## config.mk

```make
export PLATFORM = sky130hd
export DESIGN_NAME = dat_playback_ctrl
export DESIGN_NICKNAME = d
export VERILOG_FILES = /design/src/rtl/dat_playback_ctrl.sv
export SDC_FILE = /design/constraint.sdc
export NUM_CORES = 1
export LEC_CHECK = 0
export ABC_AREA = 1
export BUFFER_PORTS_ARGS = -buffer_cell sky130_fd_sc_hd__buf_2
export CAP_MARGIN = 25
export CORE_ASPECT_RATIO = 0.75
export CORE_MARGIN = 3
export CORE_UTILIZATION = 53
export CTS_BUF_LIST = sky130_fd_sc_hd__clkbuf_8
export CTS_CLUSTER_DIAMETER = 30
export CTS_CLUSTER_SIZE = 20
export DETAILED_ROUTE_END_ITERATION = 16
export GPL_TIMING_DRIVEN = 0
export HOLD_SLACK_MARGIN = 0.12
export PLACE_DENSITY = 0.79
export SLEW_MARGIN = 10
export SYNTH_ARGS = -nofsm -noshare
export SYNTH_HDL_FRONTEND = slang
export SYNTH_SLANG_ARGS = --single-unit
```

## constraint.sdc

```tcl
create_clock -name i_clk -period 2.3 [get_ports i_clk]
set_input_delay 0.46 -clock i_clk [delete_from_list [all_inputs] [get_ports i_clk]]
set_output_delay 0.46 -clock i_clk [all_outputs]
set_load 0.02 [all_outputs]
```

## src/rtl/dat_playback_ctrl.sv

```systemverilog
// dat_playback_ctrl: streams a window of a pre-loaded sample RAM onto a valid/ready
// port, repeating the window a programmable number of passes, with abort support.
module dat_playback_ctrl #(
  parameter int DATA_W = 16,
  parameter int ADDR_W = 10,
  parameter int LOOP_W = 8
) (
  input  logic              i_clk,
  input  logic              i_rst,
  input  logic              i_start,
  input  logic              i_abort,
  input  logic [ADDR_W-1:0] i_base_addr,
  input  logic [ADDR_W:0]   i_length,
  input  logic [LOOP_W-1:0] i_loops,
  output logic              o_mem_en,
  output logic [ADDR_W-1:0] o_mem_addr,
  input  logic [DATA_W-1:0] i_mem_data,
  output logic [DATA_W-1:0] o_tdata,
  output logic              o_tvalid,
  input  logic              i_tready,
  output logic              o_tlast,
  output logic              o_busy,
  output logic              o_done,
  output logic [1:0]        o_dbg_state
);

  // Stream handshake: a beat transfers on every rising edge where o_tvalid and
  // i_tready are both high; once raised, o_tvalid/o_tdata/o_tlast hold until then.
  typedef enum logic [1:0] {
    IDLE  = 2'd0,
    RUN   = 2'd1,
    DRAIN = 2'd2,
    DONE  = 2'd3
  } state_t;

  state_t state_q, state_d;

  logic [ADDR_W-1:0] base_q, len_m1_q, idx_q;
  logic [LOOP_W-1:0] loops_q, pass_q;
  logic              infl_q, infl_last_q;
  logic [DATA_W-1:0] fifo_data [2];
  logic              fifo_last [2];
  logic              rd_ptr_q, wr_ptr_q;
  logic [1:0]        count_q;

  logic              pop, room, last_idx, last_pass, issue;
  logic [1:0]        occ;

  assign pop       = o_tvalid & i_tready;
  // Slots already claimed after this cycle's pop; a read may only issue into a free one.
  assign occ       = count_q + {1'b0, infl_q} - {1'b0, pop};
  assign room      = (occ < 2'd2);
  assign last_idx  = (idx_q == len_m1_q);
  assign last_pass = (loops_q != '0) && (pass_q == loops_q - LOOP_W'(1));

  always_ff @(posedge i_clk) begin
    if (i_rst) state_q <= IDLE;
    else       state_q <= state_d;
  end

  always_comb begin
    state_d = state_q;
    issue   = 1'b0;
    case (state_q)
      IDLE: begin
        if (i_start) state_d = (i_length == '0) ? DONE : RUN;
      end
      RUN: begin
        issue = room;
        if (room && last_idx && last_pass) state_d = DRAIN;
      end
      DRAIN: begin
        if (pop && (count_q == 2'd1) && !infl_q) state_d = DONE;
      end
      DONE: state_d = IDLE;
      default: state_d = IDLE;
    endcase
    if (i_abort) begin
      state_d = IDLE;
      issue   = 1'b0;
    end
  end

  assign o_mem_en    = issue;
  assign o_mem_addr  = base_q + idx_q;
  assign o_tvalid    = (count_q != 2'd0);
  assign o_tdata     = fifo_data[rd_ptr_q];
  assign o_tlast     = fifo_last[rd_ptr_q];
  assign o_busy      = (state_q != IDLE);
  assign o_done      = (state_q == DONE);
  assign o_dbg_state = state_q;

  always_ff @(posedge i_clk) begin
    if (i_rst) begin
      base_q       <= '0;
      len_m1_q     <= '0;
      loops_q      <= '0;
      idx_q        <= '0;
      pass_q       <= '0;
      infl_q       <= 1'b0;
      infl_last_q  <= 1'b0;
      rd_ptr_q     <= 1'b0;
      wr_ptr_q     <= 1'b0;
      count_q      <= 2'd0;
      fifo_data[0] <= '0;
      fifo_data[1] <= '0;
      fifo_last[0] <= 1'b0;
      fifo_last[1] <= 1'b0;
    end else if (i_abort) begin
      // The read in flight is dropped by clearing its marker; its data is never pushed.
      infl_q   <= 1'b0;
      rd_ptr_q <= 1'b0;
      wr_ptr_q <= 1'b0;
      count_q  <= 2'd0;
    end else begin
      if ((state_q == IDLE) && i_start) begin
        base_q   <= i_base_addr;
        len_m1_q <= ADDR_W'(i_length - (ADDR_W+1)'(1));
        loops_q  <= i_loops;
        idx_q    <= '0;
        pass_q   <= '0;
      end
      if (issue) begin
        if (last_idx) begin
          idx_q  <= '0;
          pass_q <= pass_q + LOOP_W'(1);
        end else begin
          idx_q  <= idx_q + ADDR_W'(1);
        end
      end
      infl_q      <= issue;
      infl_last_q <= last_idx;
      if (infl_q) begin
        fifo_data[wr_ptr_q] <= i_mem_data;
        fifo_last[wr_ptr_q] <= infl_last_q;
        wr_ptr_q            <= ~wr_ptr_q;
      end
      if (pop) rd_ptr_q <= ~rd_ptr_q;
      count_q <= count_q + {1'b0, infl_q} - {1'b0, pop};
    end
  end

endmodule

```

==> results of run 1 <==
[timing repair]
item,CTS,global route
hold buffers,0,0
setup buffers,22,8
setup endpoints to repair,36,46
pin swaps,25,18
resized for setup,63,25
[placed cells by master (no fill, tap or decap), drive strengths merged]
| cell type | count |
|---|---|
| o31ai | 1 |
| bufinv | 2 |
| o22ai | 2 |
| o211ai | 4 |
| xor2 | 10 |
| dfxtp | 55 |
| nand3b | 2 |
| xnor2 | 8 |
| or2 | 2 |
| and3 | 1 |
| nand4 | 4 |
| nor2 | 104 |
| a21oi | 42 |
| ha | 20 |
| inv | 101 |
| clkinvlp | 1 |
| dlygate4sd1 | 1 |
| edfxtp | 34 |
| a31oi | 3 |
| clkinv | 4 |
| nor3 | 5 |
| mux2 | 17 |
| nand3 | 39 |
| buf | 115 |
| nand2 | 123 |
| clkbuf | 20 |
| fa | 1 |
| o21bai | 1 |
| o21ai | 46 |
[logic make-up after synthesis]
kind of cell               after synthesis  synth area share [%]
xor gates and xnor gates                18                  3.17
adders and majority gates               21                  5.44
DFF                                     89                  42.7
and+or+nand+nor                        280                  24.8
buffers and inverters                  118                  9.52
AOI/OAI and AO/OA                       99                  10.5
muxes                                   17                  3.85
[power by group]
part | total, mW | internal, mW | switching [mW]
Clock | 1.17 | 0.602 | 0.573
Sequential | 1.76 | 1.70 | 0.0575
Combinational | 0.650 | 0.241 | 0.409
[flip-flops by register name, summed over array words and instances (netlist names), named ones only]
signal / count
fifo_last: 2
infl_last_q: 1
loops_q: 8
count_q: 2
wr_ptr_q: 1
rd_ptr_q: 1
o_dbg_state: 2
pass_q: 8
base_q: 10
len_m1_q: 10
infl_q: 1
idx_q: 10
fifo_data: 32
[critical path: stages (launching register included)]
cell and delay [ns]:
dfxtp_4 0.38, ha_4 0.15, inv_4 0.04, fa_2 0.36, o21ai_2 0.19, nand2_1 0.08, nand2_1 0.08, a21oi_2 0.07
nor2_1 0.17, o21ai_1 0.10, nand2_1 0.06, nand2_1 0.07, nand2_2 0.07, buf_6 0.13
[metal layers]
metal	track usage (%)	vias to the layer above	wire, um
li1	-	2306	-
met4	10.6	0	462
met3	7.72	48	1260
met5	0	-	0
met1	30.7	2245	5800
met2	40.5	254	6700
[stage by stage]
stage                     power [mW]  instance area (um^2)  util, %
final                           3.58                  6280     71.6
after global routing            3.70                  6280     71.6
after CTS                       3.53                  6130     69.8
after global placement          2.34                  5530     62.9
after detailed placement        2.36                  5530     62.9
after floorplan                 2.18                  4970        -
[cell usage after synthesis (4+ instances only)]
library cell	instances	share of area (%)
mux2_2	17	3.9
o21ai_1	5	0.50
xnor2_1	8	1.4
a21oi_1	41	4.1
inv_2	10	0.76
nand2_1	112	8.5
o21ai_0	41	4.1
nand3_1	37	3.7
nor2_1	95	7.2
o211ai_1	4	0.60
dfxtp_1	55	22
xor2_1	10	1.8
nor2_2	6	0.76
clkbuf_1	10	0.76
edfxtp_1	34	21
nand4_1	4	0.50
nand2_2	8	1.0
inv_1	88	6.7
ha_1	20	5.0
[area by class of cell]
cell class	count	area (um^2)	area share, %
Multi-Input combinational cell	435	2630	41.8
Buffer	16	78.8	1.25
Tap cell	124	155	2.47
Clock buffer	9	124	1.97
Inverter	101	394	6.27
Clock inverter	7	87.6	1.39
Sequential cell	89	2160	34.4
Timing Repair Buffer	111	656	10.4
[worst paths after layout]
| path | end | slack [ns] | cells after the start |
|---|---|---|---|
| hold reg to reg | flop | 0.46 | 1 |
| setup reg to reg | o_dbg_state[1]$_SDFFE_PP0P_ | 0.08 | 19 |
| setup / recovery | o_mem_addr[8] | -0.50 | 13 |
| hold / removal | base_q[3]$_SDFFE_PP0P_ | 0.29 | 3 |
==> results by group, run 1 <==
STA
  – Worst setup margin: -0.501 ns
  – RSZ-0062 raised after global routing: true
  – Setup-failing EPs final: 7
  – Max frequency: 357 MHz
  – Max Slew Vio Count: 0
  – Max-slew headroom: 52.3%
  – Hold slack: 0.294 ns
  – Setup tns final: -1.45 ns
  – Clk_skew: 0.0106 ns
  – Final Cycle Share: 122%
  – Worst Tran Pin Value: 0.716 ns
  – Tmin final: 2.80 ns
  – Final hold vios: 0

Pwr
  – Power Density: 570 nW/um^2
  – Worst VDD drop: 0.412 mV
  – LEAKAGE: 2.88 nW

Critical path
  – Critical path peak fanout: 2
  – Crit path from: base_q[0]$_SDFFE_PP0P_
  – CP startpoint kind: flop
  – Critical path class: flop to primary output
  – CP endpoint kind: primary output
  – R2R Path Start: count_q[1]$_SDFF_PP0_
  – Worst Path Required: 1.84 ns
  – Worst path arrival time: 2.34 ns

Drt
  – Vias post-DR: 4853
  – DR iter-0 viols: 551
  – Wire per inst: 15.9 um
  – First drt pass iteration count: 9
  – Total Wirelength: 14200 um
  – DRC viols: 0
  – Routed Antenna Nets: 0
  – Number of vias per cell: 5.44

Yosys
  – #FFs+latches synth: 89
  – Netlist cell types: 42
  – Fraction of registers with async set/reset: 0%
  – Syn_area_per_cell: 7.74 um^2
  – Sequential area share after synthesis: 42.7%
  – Synth warnings: 0
  – Post-Synthesis Cells: 642
  – Synth Net Count: 713
  – Dominant synthesized flop cell: dfxtp_1
  – Post-Syn Area: 4970 um^2
  – EDFF count, synth: 34

Clock tree
  – CTS sink count: 89
  – Root buf cell: clkbuf_8
  – Worst skew pair latency: 0.38 ns
  – H-tree lvl count: 3
  – CTS Buffer Depth: 2
  – Reg clk slew, reported paths: 0.09 ns
  – TritonCTS clock tree: done
  – Clock buffer count from CTS: 9

Die
  – Starting density of the core: 56.6%
  – Die H: 89.8 um
  – Area of the core: 8780 um^2
  – Num rows: 29
  – Die Footprint: 10600 um^2
  – I/O pin cnt: 83
  – Die width: 118 um

Global routing
  – Initial antenna violation count: 0
  – Gr usage total: 24.9%
  – First-pass GRT wire length: 21200 um
  – Largest net degree at the start of global routing: 18
  – Vias in the first global route: 4569
  – Gr ovfl total: 0

Placed design
  – Post-DP HPWL: 9050 um
  – Routability Congestion: 0.887
  – Cell count after placement: 847
  – DP Worst Slack: -0.393 ns
  – Port Buffers: 81

Cells and area
  – Fin cells: 892
  – Filler cells: 658
  – N_diodes: 0
  – Area delta synth->final: 26.6%
  – Share of cells above drive strength 1: 31.5%
  – Fin nets: 834

Min path
  – Worst Hold Launch: i_base_addr[3]
  – Hold Path Class: input port to flop

Run status
  – Run status: complete, but fails checks
  – Failing checks: setup timing

Run
  – Max-cap violations: 0
No activity file was read; power rests on OpenSTA's default activity.
==> run 2, diff against run 1 <==
--- a/config.mk
+++ b/config.mk
@@ -10,14 +10,14 @@
 export CAP_MARGIN = 25
 export CORE_ASPECT_RATIO = 0.75
 export CORE_MARGIN = 3
-export CORE_UTILIZATION = 53
+export CORE_UTILIZATION = 50
 export CTS_BUF_LIST = sky130_fd_sc_hd__clkbuf_8
 export CTS_CLUSTER_DIAMETER = 30
 export CTS_CLUSTER_SIZE = 20
 export DETAILED_ROUTE_END_ITERATION = 16
 export GPL_TIMING_DRIVEN = 0
 export HOLD_SLACK_MARGIN = 0.12
-export PLACE_DENSITY = 0.79
+export PLACE_DENSITY = 0.75
 export SLEW_MARGIN = 10
 export SYNTH_ARGS = -nofsm -noshare
 export SYNTH_HDL_FRONTEND = slang
==> run 2 against run 1 <==
  * The flow still finishes with violations (setup timing)
  * Clock power grew 5%
  * Wire length shrank 8.7%
  * Setup slack better by 0.13 ns
  * Largest power group unchanged
  * Highest routed layer unchanged
==> results by group, run 2 (same netlist as run 1, synthesis figures left out) <==
Run status
  – Run status: complete, but fails checks
  – Failing checks: setup timing

Pwr
  – Worst VDD drop: 0.298 mV
  – LEAKAGE: 2.84 nW
  – Power Density: 583 nW/um^2
  – Total Power: 3.61 mW

Global routing
  – Gr usage total: 22.6%
  – Vias in the first global route: 4222
  – Initial antenna violation count: 0
  – Gr ovfl total: 0
  – Largest net degree at the start of global routing: 18
  – First-pass GRT wire length: 20200 um

Critical path
  – CP startpoint kind: flop
  – CP endpoint kind: primary output
  – Worst Path Required: 1.84 ns
  – Critical path peak fanout: 2
  – Critical path class: flop to primary output
  – Worst path arrival time: 2.21 ns

STA
  – Max Slew Vio Count: 0
  – Tmin final: 2.67 ns
  – Max frequency: 374 MHz
  – Max-slew headroom: 51.3%
  – Worst setup margin: -0.375 ns
  – Final Cycle Share: 116%
  – Worst Tran Pin Value: 0.730 ns
  – Clk_skew: 0.0112 ns
  – Final hold vios: 0
  – Setup tns final: -1.28 ns
  – Setup-failing EPs final: 7
  – RSZ-0062 raised after global routing: true

Die
  – Die width: 121 um
  – Die Footprint: 11200 um^2
  – Starting density of the core: 53.1%
  – Area of the core: 9350 um^2
  – I/O pin cnt: 83
  – Die H: 92.3 um
  – Num rows: 30

Cells and area
  – Commonest non-fill, non-tap cell in the layout: nand2_1
  – Fin nets: 826
  – Sequential Area: 2150 um^2
  – Most frequent cells in the layout: nand2_1 (104), nor2_1 (94), inv_1 (85), buf_2 (76), dfxtp_1 (44)
  – Multi-input logic area: 2580 um^2
  – Share of cells above drive strength 1: 29.5%
  – Number of flip-flops in the largest register: 32
  – N_diodes: 0
  – Area delta synth->final: 24.7%
  – Filler cells: 739
  – Final core utilization: 66.3%
  – Register with the most flip-flops: fifo_data

Min path
  – Hold Path Class: input port to flop

Clock tree
  – TritonCTS clock tree: done
  – CTS sink count: 89
  – CTS Hold Buffers Added: 0
  – Root buf cell: clkbuf_8
  – CTS Buffer Depth: 2
  – Reg clk slew, reported paths: 0.09 ns
  – Clock buffer count from CTS: 9
  – Worst skew pair latency: 0.36 ns
  – H-tree lvl count: 3

Drt
  – Wire per inst: 14.6 um
  – Number of vias per cell: 5.24
  – DRC viols: 0
  – Vias post-DR: 4649
  – Total Wirelength: 13000 um
  – First drt pass iteration count: 5
  – DR iter-0 viols: 501
  – Routed Antenna Nets: 0

Placed design
  – Routability Congestion: 0.899
  – Port Buffers: 81
  – DP Worst Slack: -0.427 ns
  – Post-DP HPWL: 9040 um

Run
  – Max-cap violations: 0
[run 2: timing repair]
item / CTS / global route
resized for setup: 53 / 19
setup buffers: 18 / 4
endpoints found under the setup margin: 53 / 20
pin swaps: 14 / 11
[run 2: path summary, 6_finish.rpt]
check / depth (start not counted) / to / slack (ns) / startpoint
worst max-delay path: 13 / o_mem_addr[8] / -0.37 / base_q[0]$_SDFFE_PP0P_
worst min-delay path: 3 / base_q[4]$_SDFFE_PP0P_ / 0.32 / i_base_addr[4]
worst max register to register: 5 / fifo_data[0][4]$_SDFFCE_PN0P_ / 0.17 / infl_q$_SDFF_PP0_
worst min register to register: 1 / flop / 0.46 / rd_ptr_q$_SDFFE_PP0P_
[run 2: area by class of cell]
type                            instances  share of cell area [%]
Buffer                                 16                    1.27
Clock buffer                           12                    2.67
Clock inverter                          4                    1.09
Inverter                              101                    6.36
Multi-Input combinational cell        435                    41.7
Sequential cell                        89                    34.7
Tap cell                              128                    2.59
Timing Repair Buffer                  103                    9.66
[run 2: report_power, final]
part / internal [mW] / switching [mW] / leakage [nW] / total [mW]
Clock: 0.694 / 0.536 / 0.125 / 1.23
Sequential: 1.70 / 0.0548 / 0.807 / 1.75
Combinational: 0.236 / 0.391 / 1.91 / 0.627
Total: 2.63 / 0.982 / 2.84 / 3.61
[run 2: critical path, cell delays in order, from the launching register on]
cell and delay, ns:
dfxtp_4 0.38, ha_4 0.14, inv_2 0.04, fa_2 0.37, o21ai_2 0.17, nand2_1 0.09
nand2_1 0.09, a21oi_2 0.07, nor2_1 0.12, o21ai_2 0.08, nand2_1 0.07, nand2_1 0.05
nand2_1 0.08, buf_6 0.12
[run 2: through the flow]
step | instance area [um^2] | std cells | hold slack [ns]
4_1_cts | 6100 | 884 | 0.307
6_report | 6190 | 888 | 0.322
3_3_place_gp | 5530 | 851 | 0.434
5_1_grt | 6190 | 888 | 0.324
2_1_floorplan | 4970 | 642 | 0.425
3_5_place_dp | 5530 | 851 | 0.438
[run 2: per-layer routing]
layer	vias to the layer above	wire length, um	GRT usage [%]
li1	2289	-	-
met1	2149	5950	32.0
met2	185	5770	34.3
met3	26	1010	5.68
met4	0	260	6.42
met5	-	0	0
